### config.mk
export PLATFORM = sky130hd
export DESIGN_NAME = servo_command_pwm
export DESIGN_NICKNAME = d
export VERILOG_FILES = /design/src/rtl/servo_command_pwm.sv
export SDC_FILE = /design/constraint.sdc
export NUM_CORES = 1
export LEC_CHECK = 0
export BUFFER_PORTS_ARGS = -buffer_cell sky130_fd_sc_hd__buf_2
export CAP_MARGIN = 40
export CORE_MARGIN = 2
export CORE_UTILIZATION = 41
export DETAILED_ROUTE_END_ITERATION = 10
export PLACE_DENSITY = 0.58
export SLEW_MARGIN = 25
export SYNTH_ARGS = -nofsm -noshare
export SYNTH_HDL_FRONTEND = slang
export SYNTH_SLANG_ARGS = --single-unit
### constraint.sdc
create_clock -name clk -period 5.1 [get_ports clk]
set_clock_uncertainty 0.2 [all_clocks]
set_input_delay 0.255 -clock clk [delete_from_list [all_inputs] [get_ports clk]]
set_output_delay 0.255 -clock clk [all_outputs]
set_load 0.01 [all_outputs]
### src/rtl/servo_command_pwm.sv
// Decodes collector command words into two servo positions and drives one
// PWM output per servo. Pulse widths only change at the frame wrap.
module servo_command_pwm #(
  parameter int PERIOD_CYCLES    = 1000000,
  parameter int MIN_PULSE_CYCLES = 50000,
  parameter int STEP_CYCLES      = 196,
  parameter int PARK_POS         = 128
) (
  input  logic        clk,
  input  logic        reset,
  input  logic [10:0] mbed_data,
  input  logic        ready,
  output logic        pwm_0,
  output logic        pwm_1,
  output logic [7:0]  position_0,
  output logic [7:0]  position_1,
  output logic        mode_running,
  output logic        cmd_strobe
);

  localparam int              CW          = $clog2(PERIOD_CYCLES);
  localparam logic [CW-1:0]   LAST_COUNT  = CW'(PERIOD_CYCLES - 1);
  localparam logic [7:0]      PARK        = 8'(PARK_POS);
  localparam logic [CW-1:0]   PARK_WIDTH  = CW'(MIN_PULSE_CYCLES + PARK_POS * STEP_CYCLES);

  logic [2:0]    r_sync;
  logic          r_strobe;
  logic          r_mode;
  logic [7:0]    r_pos_0;
  logic [7:0]    r_pos_1;
  logic [CW-1:0] r_cnt;
  logic [CW-1:0] r_active_0;
  logic [CW-1:0] r_active_1;
  logic          r_pwm_0;
  logic          r_pwm_1;

  logic          w_accept;
  logic [7:0]    w_eff_0;
  logic [7:0]    w_eff_1;
  logic [CW-1:0] w_target_0;
  logic [CW-1:0] w_target_1;
  logic          w_wrap;

  // Flops reset high so a ready already asserted out of reset gives no edge.
  always_ff @(posedge clk or posedge reset) begin
    if (reset) begin
      r_sync <= 3'b111;
    end else begin
      r_sync <= {r_sync[1:0], ready};
    end
  end

  assign w_accept = r_sync[1] & ~r_sync[2];

  always_ff @(posedge clk or posedge reset) begin
    if (reset) begin
      r_strobe <= 1'b0;
      r_mode   <= 1'b0;
      r_pos_0  <= PARK;
      r_pos_1  <= PARK;
    end else begin
      r_strobe <= 1'b0;
      if (w_accept && mbed_data[10]) begin
        r_strobe <= 1'b1;
        r_mode   <= mbed_data[9];
        if (mbed_data[9]) begin
          if (mbed_data[8]) r_pos_1 <= mbed_data[7:0];
          else              r_pos_0 <= mbed_data[7:0];
        end
      end
    end
  end

  // Maintenance parks both servos without losing the running positions.
  assign w_eff_0    = r_mode ? r_pos_0 : PARK;
  assign w_eff_1    = r_mode ? r_pos_1 : PARK;
  assign w_target_0 = CW'(MIN_PULSE_CYCLES + 32'(w_eff_0) * STEP_CYCLES);
  assign w_target_1 = CW'(MIN_PULSE_CYCLES + 32'(w_eff_1) * STEP_CYCLES);
  assign w_wrap     = (r_cnt == LAST_COUNT);

  always_ff @(posedge clk or posedge reset) begin
    if (reset) begin
      r_cnt      <= '0;
      r_active_0 <= PARK_WIDTH;
      r_active_1 <= PARK_WIDTH;
      r_pwm_0    <= 1'b0;
      r_pwm_1    <= 1'b0;
    end else begin
      if (w_wrap) begin
        r_cnt      <= '0;
        r_active_0 <= w_target_0;
        r_active_1 <= w_target_1;
      end else begin
        r_cnt <= r_cnt + CW'(1);
      end
      r_pwm_0 <= (r_cnt < r_active_0);
      r_pwm_1 <= (r_cnt < r_active_1);
    end
  end

  assign pwm_0        = r_pwm_0;
  assign pwm_1        = r_pwm_1;
  assign position_0   = r_pos_0;
  assign position_1   = r_pos_1;
  assign mode_running = r_mode;
  assign cmd_strobe   = r_strobe;

endmodule
==> results of run 1 <==
## state kept, by name (all words and copies together), names as in the netlist
register / flops
position_1: 8
r_active_0: 15
mode_running: 1
r_sync: 3
r_active_1: 15
cmd_strobe: 1
pwm_0: 1
pwm_1: 1
position_0: 8
r_cnt: 20
## worst max-delay path, cell delays in order (launching register included)
cell      delay [ps]
dfrtp_1          560
and2_1           260
ha_1             300
inv_1             70
fa_1             530
inv_1             40
ha_1             300
ha_1             320
a211oi_1         360
nor4b_1          100
or3b_2           490
a41oi_1          200
xor2_1           180
o21ai_1           70
## cell usage after synthesis (6+ instances only)
cell type / instances / share of area, %
ha_1: 83 / 20
dfrtp_1: 56 / 26
inv_1: 54 / 3.8
nand2_1: 42 / 3.0
o21ai_0: 27 / 2.6
nor2_1: 26 / 1.8
xnor2_1: 24 / 4.0
xor2_1: 23 / 3.8
mux2_2: 18 / 3.8
dfstp_2: 17 / 8.4
a21oi_1: 15 / 1.4
a21o_1: 14 / 2.0
and2_1: 14 / 1.7
nand3_1: 13 / 1.2
nand4_1: 10 / 1.2
nand2b_1: 8 / 0.95
buf_2: 6 / 0.57
fa_1: 6 / 2.3
nor2b_1: 6 / 0.71
o21a_1: 6 / 0.85
## cell families (layout without fill, tap and decap cells)
family | Yosys count | in the layout | synth area share (%)
AO/OA/AOI/OAI | 95 | 95 | 11.7
AND/OR/NAND/NOR | 150 | 150 | 14.9
buffers and inverters | 63 | 117 | 4.75
XOR/XNOR | 47 | 47 | 7.78
flip-flops | 73 | 73 | 34.9
multiplexers | 19 | 19 | 4.02
adder cells (fa/ha/maj) | 89 | 89 | 21.9
## metal layers
metal  vias up  GRT usage (%)  part of all wire, %
met3        12           2.96                  2.9
li1       1972              -                    -
met1      1867           22.8                   49
met4         0           6.10                  1.7
met2        61           27.7                   47
met5         -              0                    0
## final cells by class
type | count | area (µm²) | share of cell area (%)
Clock buffer | 12 | 246 | 4.08
Clock inverter | 4 | 45.0 | 0.745
Inverter | 54 | 203 | 3.35
Multi-Input combinational cell | 400 | 3190 | 52.8
Sequential cell | 73 | 1850 | 30.6
Tap cell | 172 | 215 | 3.56
Timing Repair Buffer | 47 | 298 | 4.92
## power breakdown
group	switching [mW]	internal [mW]	total (mW)
clock network	0.233	0.389	0.623
registers	0.0356	0.616	0.652
logic	0.399	0.317	0.716
## per-stage QoR
step	area (µm²)	utilization [%]	instances
after global placement	5650	44.7	735
after global routing	6050	47.9	762
after CTS	6050	47.9	762
after detailed placement	5650	44.7	735
after floorplan	5290	-	536
final	6050	47.9	762
## timing repair
action / in CTS / in global routing
setup endpoints to repair: 0 / 0
hold buffers: 11 / 0
endpoints found under the hold margin: 36 / 0
## how the worst max path moves through the flow
| stage | start | end | slack (ps) | cells after the start |
|---|---|---|---|---|
| 6_report | mode_running | r_active_0[15] | 980 | 13 |
| 5_1_grt | mode_running | r_active_0[14] | 700 | 14 |
| 4_1_cts | mode_running | r_active_1[14] | 960 | 13 |
| 3_5_place_dp | mode_running | r_active_1[14] | 980 | 13 |
| 3_3_place_gp | mode_running | r_active_0[15] | 1090 | 13 |
| 2_1_floorplan | mode_running | r_active_1[15] | 1200 | 14 |
==> impl_metrics.csv, run 1 <==
group,metric,value,unit
layout,layout_common_cells,"83 x ha_1, 56 x dfrtp_1, 53 x inv_1",
layout,nets,688,
layout,antenna_cells,0,
yosys,netlist_instances,536,
placement,numPortBuffers,33,
clock_network,cts_setup_buffers,0,
routing,ant_nets,0,
timing,grt_setup_unrepaired,"no",
yosys,synth-seq-cells,73,
power,leakage,2.90,nW
setup_path,crit_type,"reg -> reg",
global_route,antenna_found_initial,0,
placement,gp_congestion,0.814,
yosys,synth_cell_type_count,52,
yosys,synth_area,5290,µm²
timing,setup_tns,0,ps
setup_path,cp_data_arrival_time,4120,ps
timing,hold_violations,0,
global_route,grt.total_usage,17.0,%
clock_network,cts_htree_levels,3,
timing,setup_viol,0,
layout,area_delta_synth_final,14.3,%
timing,max_freq,243,MHz
timing,worst_pin_slew,662,ps
routing,drt_iter0_drc,102,
routing,routedWlPerCell,14.4,µm
clock_network,clk_pin_slew_worst_paths,60,ps
yosys,seq_area_frac_synth,34.9,%
yosys,syn-mean-instance-area,9.87,µm²
layout,mostFrequentLayoutCell,"ha_1",
yosys,syn-num-nets,639,
timing,hold_slack,12.9,ps
placement,place_ws,980,ps
floorplanning,io_pins,34,
routing,drcViolationCount,0,
global_route,grt_max_degree,52,
clock_network,clk_latency,340,ps
setup_path,r2r-end,"r_active_0[15]",
clock_network,numCtsBuffers,9,
yosys,synthFlopType,"dfrtp_1",
routing,routed_wl,11.0,mm
setup_path,reg2reg_slack,980,ps
setup_path,ff2ff_path_depth,13,
setup_path,start_kind,"register",
routing,vias,3912,
placement,dp_hpwl,8.43,mm
flow_run,maxCapViolCount,0,
yosys,synth_edf_count,0,
min_path,whs_endpoint,"position_0[7]",
power,total_power,1.99,mW
layout,drive_above_1_share,16.3,%
clock_network,cts_root_buf,"clkbuf_16",
power,ir_worst_vdd,0.245,mV
global_route,first_global_vias,4036,
timing,finalCritPeriodShare,80.7,%
setup_path,critPathRequiredTime,5110,ps
routing,first_pass_iters,4,
floorplanning,die-width,118,µm
yosys,yosys_warnings,0,
timing,slew_viol_final,0,
setup_path,endpoint_kind,"register",
routing,avgViaCountPerCell,5.13,
floorplanning,design.core.area,12600,µm²
min_path,holdCritStartpoint,"mbed_data[7]",
floorplanning,dieArea,13800,µm²
setup_path,path_max_fanout,20,
floorplanning,start_util,41.9,%
timing,relSlewSlack,55.8,%
clock_network,clock_path_buffers,2,
clock_network,cts.sinks,73,
timing,fin_crit,4120,ps
timing,fin_ws,985,ps
power,powerDensity,329,nW/µm²
outcome,status,"finished clean",
clock_network,cts_resized,0,
min_path,hold_depth,2,
floorplanning,rows,41,
setup_path,worstReg2RegStart,"mode_running",
yosys,synthArstFlopShare,100,%
clock_network,cts_tree,"done",
min_path,hp-class,"in -> reg",
floorplanning,die_h,118,µm
global_route,gr-total-overflow,0,
layout,fillCellCount,1261,
global_route,grt_pass1_wl,19.1,mm
Note: power is estimated with default switching activity, not from simulation.
==> run 2: changes to the inputs <==
Settings changed: PLACE_DENSITY 0.58 to 0.6.
Clock period 5.1 ns to 3.62 ns, I/O delays scaled along.
==> run 2 against run 1 <==
Against the previous run: the run now ends with setup timing left; core utilization is 7.4 points higher; critical path depth is 2 higher; hold slack better by 130 ps; sequential share of layout area is 4.1 points lower; clock power is 51% higher; worst setup slack worse by 1000 ps; flip-flop and latch count stayed put; maximum frequency is 12% higher; sequential power is 39% higher; total power is 77% higher; non-clock buffer count is 53 higher; via count is 5.1% higher.
==> impl_metrics.csv, run 2 (same netlist as run 1, synthesis figures left out) <==
group,metric,value,unit
setup_path,max_stage_delay,510,ps
placement,place_ws,-139,ps
layout,fillCellCount,1130,
routing,routedWlPerCell,14.7,µm
global_route,antenna_found_initial,0,
floorplanning,dieArea,13800,µm²
global_route,gr-total-overflow,0,
flow_run,maxCapViolCount,0,
global_route,grt.total_usage,17.6,%
timing,fin_crit,3660,ps
layout,regMostFlops,"r_cnt",
clock_network,clk_latency,340,ps
outcome,status,"complete, but fails checks",
setup_path,cp_data_arrival_time,3720,ps
layout,nets,741,
timing,hold_slack,148,ps
min_path,hp-class,"in -> reg",
clock_network,clk_pin_slew_worst_paths,60,ps
floorplanning,io_pins,34,
layout,mostFrequentLayoutCell,"ha_1",
placement,dp_hpwl,8.63,mm
clock_network,cts.sinks,73,
placement,gp_congestion,0.815,
routing,drt_iter0_drc,105,
setup_path,path_max_fanout,8,
clock_network,cts_htree_levels,3,
timing,setup_viol,2,
floorplanning,design.core.area,12600,µm²
layout,layout_common_cells,"64 x ha_1, 55 x dfrtp_1, 51 x buf_4",
floorplanning,rows,41,
floorplanning,die_h,118,µm
timing,fin_ws,-39.5,ps
power,ir_worst_vdd,0.443,mV
layout,antenna_cells,0,
routing,first_pass_iters,4,
routing,drcViolationCount,0,
timing,max_freq,273,MHz
global_route,grt_max_degree,52,
timing,finalCritPeriodShare,101,%
clock_network,cts_root_buf,"clkbuf_16",
layout,multiInputGateArea,3680,µm²
layout,drive_above_1_share,33.7,%
setup_path,critPathRequiredTime,3680,ps
outcome,violations,"setup timing",
setup_path,start_kind,"register",
power,powerDensity,504,nW/µm²
setup_path,endpoint_kind,"register",
global_route,first_global_vias,4226,
floorplanning,die-width,118,µm
timing,hold_violations,0,
layout,largest_registers,"r_cnt (20), r_active_0 (15), r_active_1 (15)",
setup_path,critical_path_buf_inv_count,5,
timing,relSlewSlack,59.7,%
clock_network,numCtsBuffers,9,
layout,final-seq-area,1850,µm²
clock_network,cts_tree,"done",
setup_path,crit_slowest_cell,"fa_1",
setup_path,path_delay_family,"adder cells",
global_route,grt_pass1_wl,19.9,mm
routing,routed_wl,12.0,mm
placement,numPortBuffers,33,
timing,grt_setup_unrepaired,"yes",
floorplanning,start_util,41.9,%
setup_path,path_cells,"and2_4 > ha_4 > inv_2 > fa_1 > inv_2 > ha_4 > inv_4 > fa_2 > buf_6 > xor2_4 > a21oi_2 > nor3b_2 > nand3_1 > buf_4 > a32oi_1",
clock_network,clock_path_buffers,2,
timing,setup_tns,-45.1,ps
layout,area_delta_synth_final,31.9,%
power,leakage,3.26,nW
setup_path,crit_type,"reg -> reg",
layout,final_core_util,55.3,%
routing,vias,4113,
timing,slew_viol_final,0,
layout,largest_reg_flops,20,
routing,ant_nets,0,
routing,avgViaCountPerCell,5.05,
timing,worst_pin_slew,602,ps
[run 2: cell types whose count changed in the layout (fill, tap and decap cells not counted), sizes merged]
cell         delta
buf            +52
bufinv          +1
clkbuf          -2
clkinvlp        +1
dlygate4sd3     +1
[run 2: metrics by stage]
| step | area [µm²] | std cells | power, mW |
|---|---|---|---|
| 6_report | 6980 | 815 | 3.52 |
| 4_1_cts | 6720 | 808 | 3.34 |
| 5_1_grt | 6980 | 815 | 3.74 |
| 2_1_floorplan | 5400 | 536 | 1.74 |
| 3_5_place_dp | 6050 | 777 | 2.19 |
| 3_3_place_gp | 6050 | 777 | 2.18 |
[run 2: routing by layer]
| metal | global-route usage [%] | up-vias | part of all wire [%] |
|---|---|---|---|
| met3 | 3.20 | 15 | 3.0 |
| li1 | - | 2077 | - |
| met2 | 29.8 | 64 | 49 |
| met1 | 22.5 | 1957 | 46 |
| met5 | 0 | - | 0 |
| met4 | 5.87 | 0 | 1.6 |
[run 2: cell type report]
class	instances	area share [%]
clock buffer	10	3.28
timing repair buffer	100	10.2
multi-input combinational	400	52.8
sequential	73	26.5
tap	172	3.08
inverter	54	2.98
clock inverter	6	1.18
[run 2: worst reg2reg max path: stages, from the launching register on]
cell and delay [ps]:
dfrtp_2 460, and2_4 190, ha_4 260, inv_2 40, fa_1 510, inv_2 50, ha_4 290, inv_4 40
fa_2 410, buf_6 140, xor2_4 150, a21oi_2 140, nor3b_2 240, nand3_1 150, buf_4 160, a32oi_1 170
[run 2: timing repair]
item | CTS | global route
gates resized for setup | 32 | 48
buffers inserted | 3 | 7
pin swaps | 11 | 22
endpoints found under the hold margin | 36 | 0
hold buffers | 12 | 0
endpoints found under the setup margin | 10 | 11
[run 2: where the power goes]
part	internal (mW)	leakage (nW)	switching [mW]	total (mW)
clock	0.599	0.152	0.341	0.940
combinational	0.877	2.19	0.795	1.67
sequential	0.868	0.917	0.0399	0.908
total	2.34	3.26	1.18	3.52
[run 2: path summary, 6_finish.rpt]
check / endpoint / cells after the start / slack (ps) / from
worst max-delay path: r_active_0[16] / 15 / -40 / mode_running
worst min-delay path: position_0[0] / 3 / 150 / mbed_data[8]
worst max register to register: r_active_0[16] / 15 / -40 / mode_running
worst min register to register: r_sync[1] / 0 / 160 / r_sync[0]
max in group asynchronous: r_active_1[13] / 4 / 2180 / reset
min in group asynchronous: position_1[1] / 3 / 220 / reset
==> run 3: changes to the inputs <==
Settings changed: CORE_ASPECT_RATIO set to 0.7, PLACE_DENSITY 0.6 to 0.58.
Clock period 3.62 ns to 4.4 ns, I/O delays scaled along.
==> run 3 against run 2 <==
Against the previous run: the flow now finishes without violations; maximum frequency decreased by 8.6%; flip-flop and latch count stayed put; largest cell class unchanged; critical path depth shrank 2; cell area decreased by 13%; clock-buffer cell count grew 4; total power decreased by 35%; highest routed layer unchanged.
==> impl_metrics.csv, run 3 (same netlist as run 1, synthesis figures left out) <==
group,metric,value,unit
layout,regMostFlops,"r_cnt",
clock_network,cts_htree_levels,3,
floorplanning,design.core.area,12500,µm²
clock_network,cts_setup_buffers,0,
setup_path,cp_data_arrival_time,3990,ps
timing,grt_setup_unrepaired,"no",
layout,mostFrequentLayoutCell,"ha_1",
clock_network,clk_pin_slew_worst_paths,60,ps
power,p_sw_share,34.3,%
setup_path,worstSetupPathDepth,13,
layout,area_delta_synth_final,14.4,%
min_path,hp-class,"reg -> reg",
clock_network,numCtsBuffers,9,
routing,routed_wl,11.1,mm
layout,nets,690,
timing,hold_violations,0,
min_path,holdCritStartpoint,"r_sync[0]",
layout,final-seq-area,1850,µm²
setup_path,crit_type,"reg -> reg",
timing,relSlewSlack,55.1,%
power,powerDensity,377,nW/µm²
global_route,grt.total_usage,17.2,%
timing,setup_viol,0,
routing,avgViaCountPerCell,5.14,
clock_network,cts_tree,"done",
setup_path,endpoint_kind,"register",
setup_path,ff2ff_path_depth,13,
layout,layout_common_cells,"83 x ha_1, 55 x dfrtp_1, 53 x inv_1",
min_path,hold_depth,0,
placement,place_ws,297,ps
floorplanning,die_h,99.0,µm
floorplanning,rows,34,
layout,largest_registers,"r_cnt (20), r_active_0 (15), r_active_1 (15)",
global_route,gr-total-overflow,0,
timing,max_freq,250,MHz
setup_path,path_delay_family,"adder cells",
timing,fin_ws,397,ps
setup_path,critical_path_buf_inv_count,2,
power,switchingPower,781,µW
setup_path,crit_path_end,"r_active_1[15]",
floorplanning,io_pins,34,
placement,dp.cells,726,
routing,first_pass_iters,4,
setup_path,max_stage_delay,530,ps
layout,final_cells,753,
global_route,grt_max_degree,52,
layout,antenna_cells,0,
layout,fillCellCount,1204,
power,ir_worst_vdd,0.230,mV
setup_path,r2r-end,"r_active_1[15]",
routing,drcViolationCount,0,
clock_network,cts_root_buf,"clkbuf_16",
global_route,grt_pass1_wl,19.4,mm
clock_network,clk_latency,330,ps
setup_path,path_max_fanout,20,
setup_path,path_cells,"and2_1 > ha_1 > inv_1 > fa_1 > inv_1 > ha_1 > ha_1 > a211oi_1 > nor3_1 > or3b_1 > a41oi_1 > xor2_1 > o21ai_0",
outcome,status,"finished clean",
routing,ant_nets,0,
layout,largest_reg_flops,20,
global_route,antenna_found_initial,0,
placement,numPortBuffers,33,
floorplanning,die-width,140,µm
power,comb_power_share,37.6,%
clock_network,clock_path_buffers,2,
setup_path,worstReg2RegStart,"mode_running",
power,seqPwrFrac,33.1,%
routing,drt_iter0_drc,202,
timing,finalCritPeriodShare,91.0,%
floorplanning,start_util,42.3,%
setup_path,cp_common_cell,"ha_1",
layout,drive_above_1_share,16.6,%
power,leakage,2.90,nW
flow_run,maxCapViolCount,0,
power,internal_power,1.50,mW
setup_path,reg2reg_slack,400,ps
layout,multiInputGateArea,3200,µm²
placement,gp_congestion,0.841,
routing,vias,3874,
setup_path,critPathRequiredTime,4390,ps
setup_path,crit_start,"mode_running",
timing,fin_crit,4000,ps
clock_network,cts.sinks,73,
global_route,first_global_vias,4020,
placement,dp_hpwl,8.64,mm
timing,setup_tns,0,ps
setup_path,crit_slowest_cell,"fa_1",
routing,routedWlPerCell,14.8,µm
setup_path,start_kind,"register",
power,clockPowerShare,29.2,%
timing,slew_viol_final,0,
timing,hold_slack,156,ps
floorplanning,dieArea,13800,µm²
timing,worst_pin_slew,662,ps
## run 3: how the worst min path moves through the flow
stage | end | slack (ps)
floorplan | r_sync[0] | 20
global placement | r_sync[0] | 130
detailed placement | cmd_strobe | 10
CTS | r_sync[1] | 160
global route | r_sync[1] | 160
finish | r_sync[1] | 160
## run 3: metal layers
layer / global-route usage [%] / vias to the layer above / wire, µm
met5: 0 / - / 0
met4: 3.46 / 0 / 108
met3: 3.74 / 11 / 434
met2: 25.1 / 67 / 4590
met1: 26.2 / 1817 / 6000
li1: - / 1979 / -
## run 3: worst reg2reg max path: cells and delay by family (launching register included)
kind	cells	cell delay, ps
adder cells (fa/ha/maj)	4	1440
buffers and inverters	2	100
flip-flops	1	510
AND/OR/NAND/NOR	3	710
XOR/XNOR	1	160
AO/OA/AOI/OAI	3	730
## run 3: per-stage QoR
stage,cell area (µm²),utilization [%],power [mW]
floorplan,5290,-,1.38
finish,6050,48.4,2.28
global route,6050,48.4,2.44
CTS,6040,48.3,2.29
global placement,5630,45.0,1.59
detailed placement,5650,45.2,1.60
## run 3: final cells by class
class	count	area share, %
Clock inverter	1	0.0827
Multi-Input combinational cell	400	52.9
Inverter	54	3.35
Sequential cell	73	30.5
Timing Repair Buffer	49	5.41
Clock buffer	14	4.36
Tap cell	162	3.35
## run 3: repair_timing
action / in CTS / in global routing
endpoints found under the setup margin: 0 / 3
gates resized for setup: 0 / 3
hold endpoints to repair: 53 / 0
hold buffers: 12 / 0
## run 3: power by group through the flow
| stage | clock (mW) | sequential [mW] | combinational (mW) |
|---|---|---|---|
| 2_1_floorplan | 0 | 0.772 | 0.612 |
| 4_1_cts | 0.683 | 0.755 | 0.854 |
| 3_3_place_gp | 0 | 0.765 | 0.825 |
| 6_report | 0.667 | 0.756 | 0.858 |
| 5_1_grt | 0.717 | 0.764 | 0.964 |
| 3_5_place_dp | 0 | 0.766 | 0.834 |
